==> src/rtl/bascomp_pkg.sv <==
// ---------------------------------------------------------------------------
// bascomp_pkg
//
// Purpose:
//   Shared definitions for the basic-computer control unit. Holds the default
//   geometry of the instruction-cycle sequence counter and the encoding of the
//   per-edge control decision (clear / load / count / hold), so that the
//   counter and any control logic that reasons about it agree on the
//   priority order.
//
// Contents:
//   SEQ_WIDTH_DEF  default counter width in bits
//   SEQ_MAX_DEF    default terminal count (full 4-bit range)
//   seq_ctrl_e     control decision, listed in priority order
//   seqCtrlSelect  resolves the raw clr/ld/inc strobes into one decision
//
// Configuration macros: none.
// ---------------------------------------------------------------------------
package bascomp_pkg;

  localparam int SEQ_WIDTH_DEF = 4;
  localparam int SEQ_MAX_DEF   = 15;

  // The enumerators are listed highest priority first; the encoding itself
  // carries no meaning beyond distinguishing the four cases.
  typedef enum logic [1:0] {
    SEQ_CLR  = 2'd0,
    SEQ_LD   = 2'd1,
    SEQ_INC  = 2'd2,
    SEQ_HOLD = 2'd3
  } seq_ctrl_e;

  // Collapses the three control strobes into a single decision. Clear beats
  // load, load beats counting, and with nothing asserted the counter holds.
  // Direction is not part of the decision; it only matters once SEQ_INC has
  // been chosen.
  function automatic seq_ctrl_e seqCtrlSelect(input logic clr,
                                              input logic ld,
                                              input logic inc);
    seq_ctrl_e sel;
    if (clr) begin
      sel = SEQ_CLR;
    end else if (ld) begin
      sel = SEQ_LD;
    end else if (inc) begin
      sel = SEQ_INC;
    end else begin
      sel = SEQ_HOLD;
    end
    return sel;
  endfunction

endpackage : bascomp_pkg

==> src/rtl/seq_onehot_decoder.sv <==
// ---------------------------------------------------------------------------
// seq_onehot_decoder
//
// Purpose:
//   Turns the binary step count into the one-hot timing signals T0..T(N-1)
//   used by the control logic. Purely combinational, so the timing signals
//   change in the same cycle as the count with no added latency.
//
// Parameters:
//   WIDTH  width of the incoming count
//   N      number of timing signals (terminal count + 1)
//
// Ports:
//   count  in   WIDTH  current step from the sequence counter
//   t      out  N      one-hot decode, t[i] = (count == i)
//
// Configuration macros:
//   SEQ_DECODE_EN  the module is only compiled when this macro is defined,
//                  since the counter instantiates it only in that build.
// ---------------------------------------------------------------------------
`ifdef SEQ_DECODE_EN
module seq_onehot_decoder #(
  parameter int WIDTH = 4,
  parameter int N     = 16
) (
  input  logic [WIDTH-1:0] count,
  output logic [N-1:0]     t
);

  // Each output bit is an equality compare against its own index. The
  // counter never presents a value of N or above, so exactly one bit is set
  // at all times; no fallback for out-of-range counts is needed.
  always_comb begin
    t = '0;
    for (int i = 0; i < N; i++) begin
      if (count == WIDTH'(i)) begin
        t[i] = 1'b1;
      end
    end
  end

endmodule : seq_onehot_decoder
`endif

==> src/rtl/seq_timing_counter.sv <==
// ---------------------------------------------------------------------------
// seq_timing_counter
//
// Purpose:
//   Instruction-cycle sequence counter for the basic-computer control unit.
//   Counts 0..MAX_COUNT and wraps, in either direction, with synchronous
//   clear and load, and reports each wrap with a one-cycle registered pulse.
//   Optionally provides the one-hot timing signals T0..T(MAX_COUNT).
//
// Parameters:
//   WIDTH      counter width in bits, 2..8
//   MAX_COUNT  terminal count, 1..2**WIDTH-1; the count wraps after it
//
// Ports:
//   clk     in   1            system clock, rising edge
//   rst     in   1            asynchronous active-high reset
//   clr     in   1            synchronous clear to 0 (highest priority)
//   ld      in   1            synchronous load of ld_val (clamped)
//   ld_val  in   WIDTH        load value
//   inc     in   1            count enable
//   dn      in   1            direction when counting: 0 up, 1 down
//   count   out  WIDTH        registered current step
//   wrap    out  1            registered pulse: the previous edge wrapped
//   t       out  MAX_COUNT+1  one-hot timing signals (SEQ_DECODE_EN only)
//
// Configuration macros:
//   SEQ_DECODE_EN  when defined, port t and the one-hot decoder are built in;
//                  otherwise they are absent and count/wrap are unchanged.
// ---------------------------------------------------------------------------
module seq_timing_counter
  import bascomp_pkg::*;
#(
  parameter int WIDTH     = SEQ_WIDTH_DEF,
  parameter int MAX_COUNT = SEQ_MAX_DEF
) (
  input  logic             clk,
  input  logic             rst,
  input  logic             clr,
  input  logic             ld,
  input  logic [WIDTH-1:0] ld_val,
  input  logic             inc,
  input  logic             dn,
  output logic [WIDTH-1:0] count
`ifdef SEQ_DECODE_EN
  ,
  output logic             wrap,
  output logic [MAX_COUNT:0] t
`else
  ,
  output logic             wrap
`endif
);

  localparam logic [WIDTH-1:0] MAX_VAL = WIDTH'(MAX_COUNT);
  localparam logic [WIDTH-1:0] ONE_VAL = WIDTH'(1);

  logic [WIDTH-1:0] count_q;
  logic [WIDTH-1:0] count_d;
  logic             wrap_q;
  logic             wrap_d;
  logic [WIDTH-1:0] ldClamped;
  seq_ctrl_e        ctrlSel;

  // Resolve this edge's action once, in priority order, so the next-state
  // logic below only has to deal with one case at a time.
  always_comb begin
    ctrlSel = seqCtrlSelect(clr, ld, inc);
  end

  // Loads above the terminal count would put the counter into a state it
  // could never leave cleanly, so they are pinned to MAX_COUNT instead.
  // There is deliberately no error indication for this.
  always_comb begin
    ldClamped = ld_val;
    if (ld_val > MAX_VAL) begin
      ldClamped = MAX_VAL;
    end
  end

  // Next-state logic for the count and the wrap pulse. Both wrap points are
  // detected with an explicit compare rather than by letting the adder
  // overflow: that makes a short sequence (MAX_COUNT below the full range)
  // wrap correctly, and for the full range it gives the same answer as the
  // natural overflow would. Every path other than a counting wrap drives
  // wrap low, which is what makes it a one-cycle pulse.
  always_comb begin
    count_d = count_q;
    wrap_d  = 1'b0;
    unique case (ctrlSel)
      SEQ_CLR: begin
        count_d = '0;
      end
      SEQ_LD: begin
        count_d = ldClamped;
      end
      SEQ_INC: begin
        if (dn) begin
          if (count_q == '0) begin
            count_d = MAX_VAL;
            wrap_d  = 1'b1;
          end else begin
            count_d = count_q - ONE_VAL;
          end
        end else begin
          if (count_q == MAX_VAL) begin
            count_d = '0;
            wrap_d  = 1'b1;
          end else begin
            count_d = count_q + ONE_VAL;
          end
        end
      end
      SEQ_HOLD: begin
        count_d = count_q;
      end
      default: begin
        count_d = count_q;
      end
    endcase
  end

  // State register. Reset is asynchronous so the control unit sees step 0
  // (and T0) the moment reset is raised, without waiting for a clock.
  always_ff @(posedge clk or posedge rst) begin
    if (rst) begin
      count_q <= '0;
      wrap_q  <= 1'b0;
    end else begin
      count_q <= count_d;
      wrap_q  <= wrap_d;
    end
  end

  // Outputs come straight from the registers, so count and wrap never
  // glitch with the control inputs.
  always_comb begin
    count = count_q;
    wrap  = wrap_q;
  end

`ifdef SEQ_DECODE_EN
  // The timing signals are decoded from the registered count, so they carry
  // no extra latency and follow the async reset to T0 immediately.
  seq_onehot_decoder #(
    .WIDTH (WIDTH),
    .N     (MAX_COUNT + 1)
  ) uDecoder (
    .count (count_q),
    .t     (t)
  );
`endif

endmodule : seq_timing_counter
==> config.mk <==
export PLATFORM = sky130hd
export DESIGN_NAME = seq_timing_counter
export DESIGN_NICKNAME = d
export VERILOG_FILES = /design/src/rtl/bascomp_pkg.sv /design/src/rtl/seq_onehot_decoder.sv /design/src/rtl/seq_timing_counter.sv
export SDC_FILE = /design/constraint.sdc
export NUM_CORES = 1
export LEC_CHECK = 0
export CAP_MARGIN = 0
export CORE_MARGIN = 2
export CORE_UTILIZATION = 25
export DETAILED_ROUTE_END_ITERATION = 7
export SETUP_SLACK_MARGIN = 0.15
export SYNTH_ARGS = -nofsm -noshare
export SYNTH_HDL_FRONTEND = slang
export SYNTH_SLANG_ARGS = --single-unit
==> constraint.sdc <==
create_clock -name clk -period 1.8 [get_ports clk]
set_clock_uncertainty 0.15 [all_clocks]
set_input_delay 0.18 -clock clk [delete_from_list [all_inputs] [get_ports clk]]
set_output_delay 0.18 -clock clk [all_outputs]
set_load 0.02 [all_outputs]
### Word level (Yosys, flattened, before mapping)

Cells that the tools add are included.

* $add $sub $neg: 2
* magnitude comparators: 1
* eq/ne operators: 4
* multiplexer cells: 12
* reduce and logical (&&, ||, !) cells: 2

Operator list (count)
* $mux 4: 4
* $pmux 4 s3: 1
* $mux 1: 5
* $add 4x1->4 const B: 1
* $eq 2x2->1 const B: 2
* $eq 4x4->1 const B: 1
* $gt 4x4->1 const B: 1
* $logic_not 4->1: 1
* $mux 2: 2
* $sub 4x1->4 const B: 1
* $eq 2x1->1 const B: 1
* $logic_not 2->1: 1

* bits in registers: 5
* bits of input ports: 10
* output and inout port bits: 5

### Longest topological paths before layout

Gate-level depths: netlist of the first run.

* depth after elaboration: 5
* mapped depth: 6

### Worst setup path before layout of the first run

Ideal clock, no wire load.

* path kind: register to register
* start: register count_q[0] (netlist: count[0])
* end: register count_q[1] (netlist: count[1])
* data arrival time: 1.385 ns
* data required time: 1.578 ns
* slack: 0.193 ns
* cell stages (with the launch flop): 7
* period minus slack after synthesis: 1.607 ns
* cells stage by stage: dfrtp_1 > inv_1 > ha_1 > xnor2_1 > a211oi_1 > a21oi_1 > nor2_1

* longest elaborated chain between the ends: 4
* elaborated cells between the ends (all ways): 8

RTL lines
* start: declaration: RTL line seq_timing_counter.sv:57 `logic [WIDTH-1:0] count_q;`
* start signal: assignment: RTL line seq_timing_counter.sv:129 `count_q <= count_d;`
* $add 4x1->4 (tied with other cells): RTL line seq_timing_counter.sv:109 `count_d = count_q + ONE_VAL;`
* $mux 4 (on tied branches): RTL line seq_timing_counter.sv:105, seq_timing_counter.sv:98
* $mux 4 *: RTL line seq_timing_counter.sv:97 `if (dn) begin`
* $pmux 4 s3 *: RTL line seq_timing_counter.sv:89 `unique case (ctrlSel)`

Mark *: on every way between the ends. The rest lies on a longest branch, timed or not.
A chain may end at the register's enable or synchronous reset.

### Worst setup path in the final report of the first run

* start: register count_q[0] (netlist: count[0])
* end: register count_q[2] (netlist: count[2])

The elaborated chain is that of the path after synthesis.

==> results of run 1 <==
==> sequential cells by signal, summed over array words and instances (netlist names) <==
register / flops
count: 4
wrap: 1
==> timing repair <==
action,in CTS,in global routing
hold endpoints to repair,5,0
endpoints found under the setup margin,4,2
hold buffers,1,0
pin swaps,0,0
setup buffers,0,4
resized for setup,4,2
==> final timing paths <==
check	from	end	slack, ps	cells past startpoint
max	count[0]	count[2]	250	6
min	ld_val[1]	count[1]	420	3
max reg2reg	count[0]	count[2]	250	6
min reg2reg	count[3]	wrap	500	2
max in group asynchronous	rst	count[0]	750	3
min in group asynchronous	rst	count[3]	540	3
==> kinds of logic after synthesis <==
kind of cell / after synthesis / synth area share (%)
compound gates: 13 / 22.81
xor+xnor: 3 / 7.370
fa+ha+maj: 2 / 7.016
buf+inv: 5 / 5.261
flops: 5 / 35.09
simple gates: 17 / 22.46
==> cells in the mapped netlist <==
library cell	n
nor2_2	1
nor2_1	7
nand3_1	2
and3_1	1
a21oi_1	5
o21a_1	1
xnor2_1	3
nand2_1	3
nor3b_1	1
a211oi_1	2
clkbuf_1	1
o31ai_1	1
dfrtp_1	5
inv_1	4
nor2b_1	1
and2_1	1
o21ai_1	2
ha_1	2
a21o_1	1
o32ai_1	1
==> critical path: stages, from the launching register on <==
cell and delay (ps):
dfrtp_2 410, inv_1 60, ha_1 210, and2_1 150, o21ai_1 190, xnor2_1 90
o21a_1 170
==> per-layer routing <==
layer	global-route usage, %	vias up
met5	0	-
met4	1.935	0
met3	3.913	0
met2	18.75	14
met1	12.20	182
li1	-	199
==> per-stage QoR <==
step | hold WS (ps) | setup slack, ps | util, %
2_1_floorplan | -191.5 | 193.3 | -
6_report | 422.8 | 249.9 | 44.25
3_5_place_dp | 244.2 | 212.7 | 39.41
4_1_cts | 418.1 | 201.2 | 41.79
3_3_place_gp | 241.8 | 193.3 | 39.41
5_1_grt | 436.2 | 135.0 | 44.25
==> cell type report <==
cell class / count / area, um2
fillers: 140 / 734.5
inverters: 4 / 15.01
multi-input cells: 35 / 212.7
well taps: 15 / 18.77
repair buffers: 20 / 182.7
clock buffers: 4 / 26.28
flip-flops and latches: 5 / 127.6
==> where the power goes <==
group          switching (uW)  internal, uW
sequential               12.9           121
combinational            49.3          61.3
clock                    47.2          83.9
total                     109           266
==> metrics.yaml, run 1 <==
floorplan:
  die_h_um: 41.77
  core-area_um2: 1318
  start_util_pct: 27.07
  dieWidth_um: 41.77
  rows: 13
  ioPinCount: 15
  die-area_um2: 1744
logic_synthesis:
  synth_area_leaders: "dfrtp_1 35%, nor2_1 7.4%, xnor2_1 7.4%, a21oi_1 7.0%, ha_1 7.0%"
  synth_top_cell_by_area: "dfrtp_1"
  synth_cell_types: 20
  synth_seq_area_share_pct: 35.09
  syn-cell-area_um2: 356.6
  synth_seq_cells: 5
  syn_area_per_cell_um2: 7.924
  yosysTopAreaCellShare_pct: 35.09
  synth_cells: 45
  synth_fp_nets: 57
  yosysWarnings: 0
sta:
  finalSetupViolations: 0
  hold_viol: 0
  fin_crit_sh_pct: 86.12
  fmax_mhz: 645.1
  rsz0062_at_grt: "no"
  tightest_slew_ps: 302.6
  min_period_ps: 1550
  slew_headroom_pct: 79.77
  fin_setup_tns_ps: 0
  slew_viol_final: 0
layout:
  final_cells: 83
  drive_gt1_share_pct: 16.18
  nNetsFinal: 81
  syn_to_final_growth_pct: 63.51
  postLayoutCellArea_um2: 583.1
  final_cell_mix: "10 x clkdlybuf4s50_1, 7 x nor2_1, 5 x a21oi_1, 5 x buf_4"
  final_common_cell: "clkdlybuf4s50_1"
  diodes: 0
placed_design:
  place_inst: 74
  place_congestion: 0.7577
  hpwlAfterDp_um: 641.7
  io_buffers: 14
  place_area_um2: 519.2
drt:
  drtIter0Drc: 8
  wl_met2_um: 482
  routed.top_layer: "met3"
  ant_nets: 0
  drc: 0
  dr_wl_met3_um: 44
  vias: 395
  wl_um: 914
  wl_met1_um: 387
  vias_per_cell: 4.759
  dr.pass1.iters: 4
  wl_per_cell_um: 11.01
critical_path:
  crit_fanout: 5
  cp-end-kind: "flop"
  crit_arrival_ps: 1520
  path_class: "reg2reg"
  start_kind: "flop"
  required_ps: 1770
hold_path:
  min_path_type: "in2reg"
global_route:
  grt_pass1_wl_mm: 1.435
  first_global_vias: 336
  grt_max_degree: 10
  grt_overflow: 0
  antenna_found_initial: 0
  grt_use_total_pct: 10.61
cts:
  cts_tree: "done"
  cts-buffers-inserted: 3
  cts_root_buf: "clkbuf_4"
  clkTransAtPathRegs_ps: 40
  htreeDepth: 1
  insertion_delay_ps: 240
  clock-sinks: 5
  clock_path_buffers: 2
power_and_ir_drop:
  power.total_uw: 375.4
  ir_drop_uv: 527.4
  leakage_uw: 0.0002723
  p_per_area_nw_per_um2: 643.8
status:
  status: "complete, no violations"
run:
  max-cap-violations: 0
Note: power is estimated with default switching activity, not from simulation.
==> run 2, diff against run 1 <==
- CORE_AREA: not set -> 2 2 39 41
- CORE_MARGIN: 2 -> not set
- CORE_UTILIZATION: 25 -> not set
- DIE_AREA: not set -> 0 0 41 43
==> run 2 against run 1 <==
Net effect: wire length decreased by 5.3%; die area increased by 1.1%; sequential share of layout area increased by 1.1 points; highest routed layer is now met4; largest power group unchanged; cell area decreased by 4.9%; clock power about the same; critical path depth unchanged; hold slack got worse by 12 ps; final cell count decreased by 3.6%; flip-flop and latch count unchanged.
==> metrics.yaml, run 2 (synthesized netlist as in run 1, its figures left out) <==
status:
  status: "complete, no violations"
sta:
  fin_crit_sh_pct: 85.42
  min_period_ps: 1538
  tightest_slew_ps: 301.8
  fmax_mhz: 650.4
  fin_setup_tns_ps: 0
  slew_headroom_pct: 79.82
  slew_viol_final: 0
  hold_viol: 0
  finalSetupViolations: 0
  rsz0062_at_grt: "no"
floorplan:
  dieWidth_um: 41
  core-area_um2: 1384
  start_util_pct: 25.77
  ioPinCount: 15
  rows: 14
  die-area_um2: 1763
  die_h_um: 43
drt:
  wl_um: 866
  drtIter0Drc: 7
  dr.pass1.iters: 4
  wl_per_cell_um: 10.83
  vias: 375
  ant_nets: 0
  drc: 0
  vias_per_cell: 4.688
power_and_ir_drop:
  ir_drop_uv: 331.2
  power.total_uw: 365.1
  p_per_area_nw_per_um2: 658.7
  leakage_uw: 0.0002515
critical_path:
  path_class: "reg2reg"
  crit_fanout: 5
  slowest_stage: "dfrtp_2"
  start_kind: "flop"
  r2r_cells: 6
  required_ps: 1820
  crit_arrival_ps: 1560
  slowest_delay_ps: 420
  cp-end-kind: "flop"
  crit_chain: "inv_1, ha_1, xnor2_1, a211oi_1, a21oi_1, nor2_1"
layout:
  final_cell_mix: "10 x clkdlybuf4s50_1, 7 x nor2_1, 5 x a21oi_1"
  drive_gt1_share_pct: 10.94
  syn_to_final_growth_pct: 55.44
  largest_reg_flops: 4
  diodes: 0
  fin_util_pct: 40.05
  nNetsFinal: 77
  final_cells: 80
  final_common_cell: "clkdlybuf4s50_1"
cts:
  post_cts_buffers: 0
  cts_tree: "done"
  cts-buffers-inserted: 3
  cts_root_buf: "clkbuf_4"
  htreeDepth: 1
  clkTransAtPathRegs_ps: 40
  clock_path_buffers: 2
  clock-sinks: 5
  insertion_delay_ps: 240
global_route:
  grt_overflow: 0
  grt_pass1_wl_mm: 1.462
  grt_max_degree: 10
  first_global_vias: 342
  antenna_found_initial: 0
  grt_use_total_pct: 12.63
run:
  max-cap-violations: 0
placed_design:
  place_congestion: 0.7412
  hpwlAfterDp_um: 672.6
  place_inst: 75
  io_buffers: 14
hold_path:
  min_path_type: "in2reg"
  min_path_cells: 3
run 2: cell types whose count changed in the layout (fill, tap and decap cells not counted), sizes merged:
cell | previous run | this run
buf | 5 | 1
run 2: final cells by class:
type | count | area (um2)
timing repair buffer | 16 | 152.6
fill | 148 | 829.5
inverter | 4 | 15.01
sequential | 5 | 127.6
multi-input combinational | 35 | 212.7
clock buffer | 4 | 26.28
tap | 16 | 20.02
run 2: metrics by stage:
step           area [um2]  worst slack [ps]  hold slack, ps
3_3_place_gp        520.5             216.3           242.3
3_5_place_dp        520.5             214.8           250.7
4_1_cts             551.8             191.9           415.0
6_report            554.3             262.4           411.2
5_1_grt             554.3             160.9           425.7
2_1_floorplan       356.6             193.3          -191.5
run 2: what timing repair did:
action                                  4_1_cts  5_1_grt
hold endpoints to repair                      5        0
endpoints found under the setup margin        4        2
hold buffers                                  1        0
resized for setup                             4        2
gates cloned                                  0        0
run 2: per-layer routing:
| layer | vias to the layer above | GRT usage (%) | wire length (um) |
|---|---|---|---|
| met1 | 167 | 17.05 | 405 |
| met4 | 0 | 10.00 | 21 |
| met5 | - | 0 | 0 |
| li1 | 192 | - | - |
| met2 | 14 | 16.25 | 391 |
| met3 | 2 | 3.141 | 49 |
run 2: final timing paths:
kind	endpoint	startpoint	slack, ps
min in group asynchronous	wrap	rst	560
hold reg to reg	wrap	count[3]	500
max in group asynchronous	count[1]	rst	750
setup / recovery	count[1]	count[0]	260
setup reg to reg	count[1]	count[0]	260
hold / removal	count[1]	ld_val[1]	410
run 2: worst max-delay path, delay by kind of cell, from the launching register on:
family                     cells  cell delay [ps]
xor gates and xnor gates       1              130
buffers and inverters          1               60
and+or+nand+nor                1               90
DFF                            1              420
AOI/OAI and AO/OA              2              320
adders and majority gates      1              300
run 2: power breakdown:
group          total [uW]  switching, uW  internal (uW)
sequential            135           14.4            121
combinational         101           47.3           53.7
clock                 129           45.2           83.8
total                 365            107            258
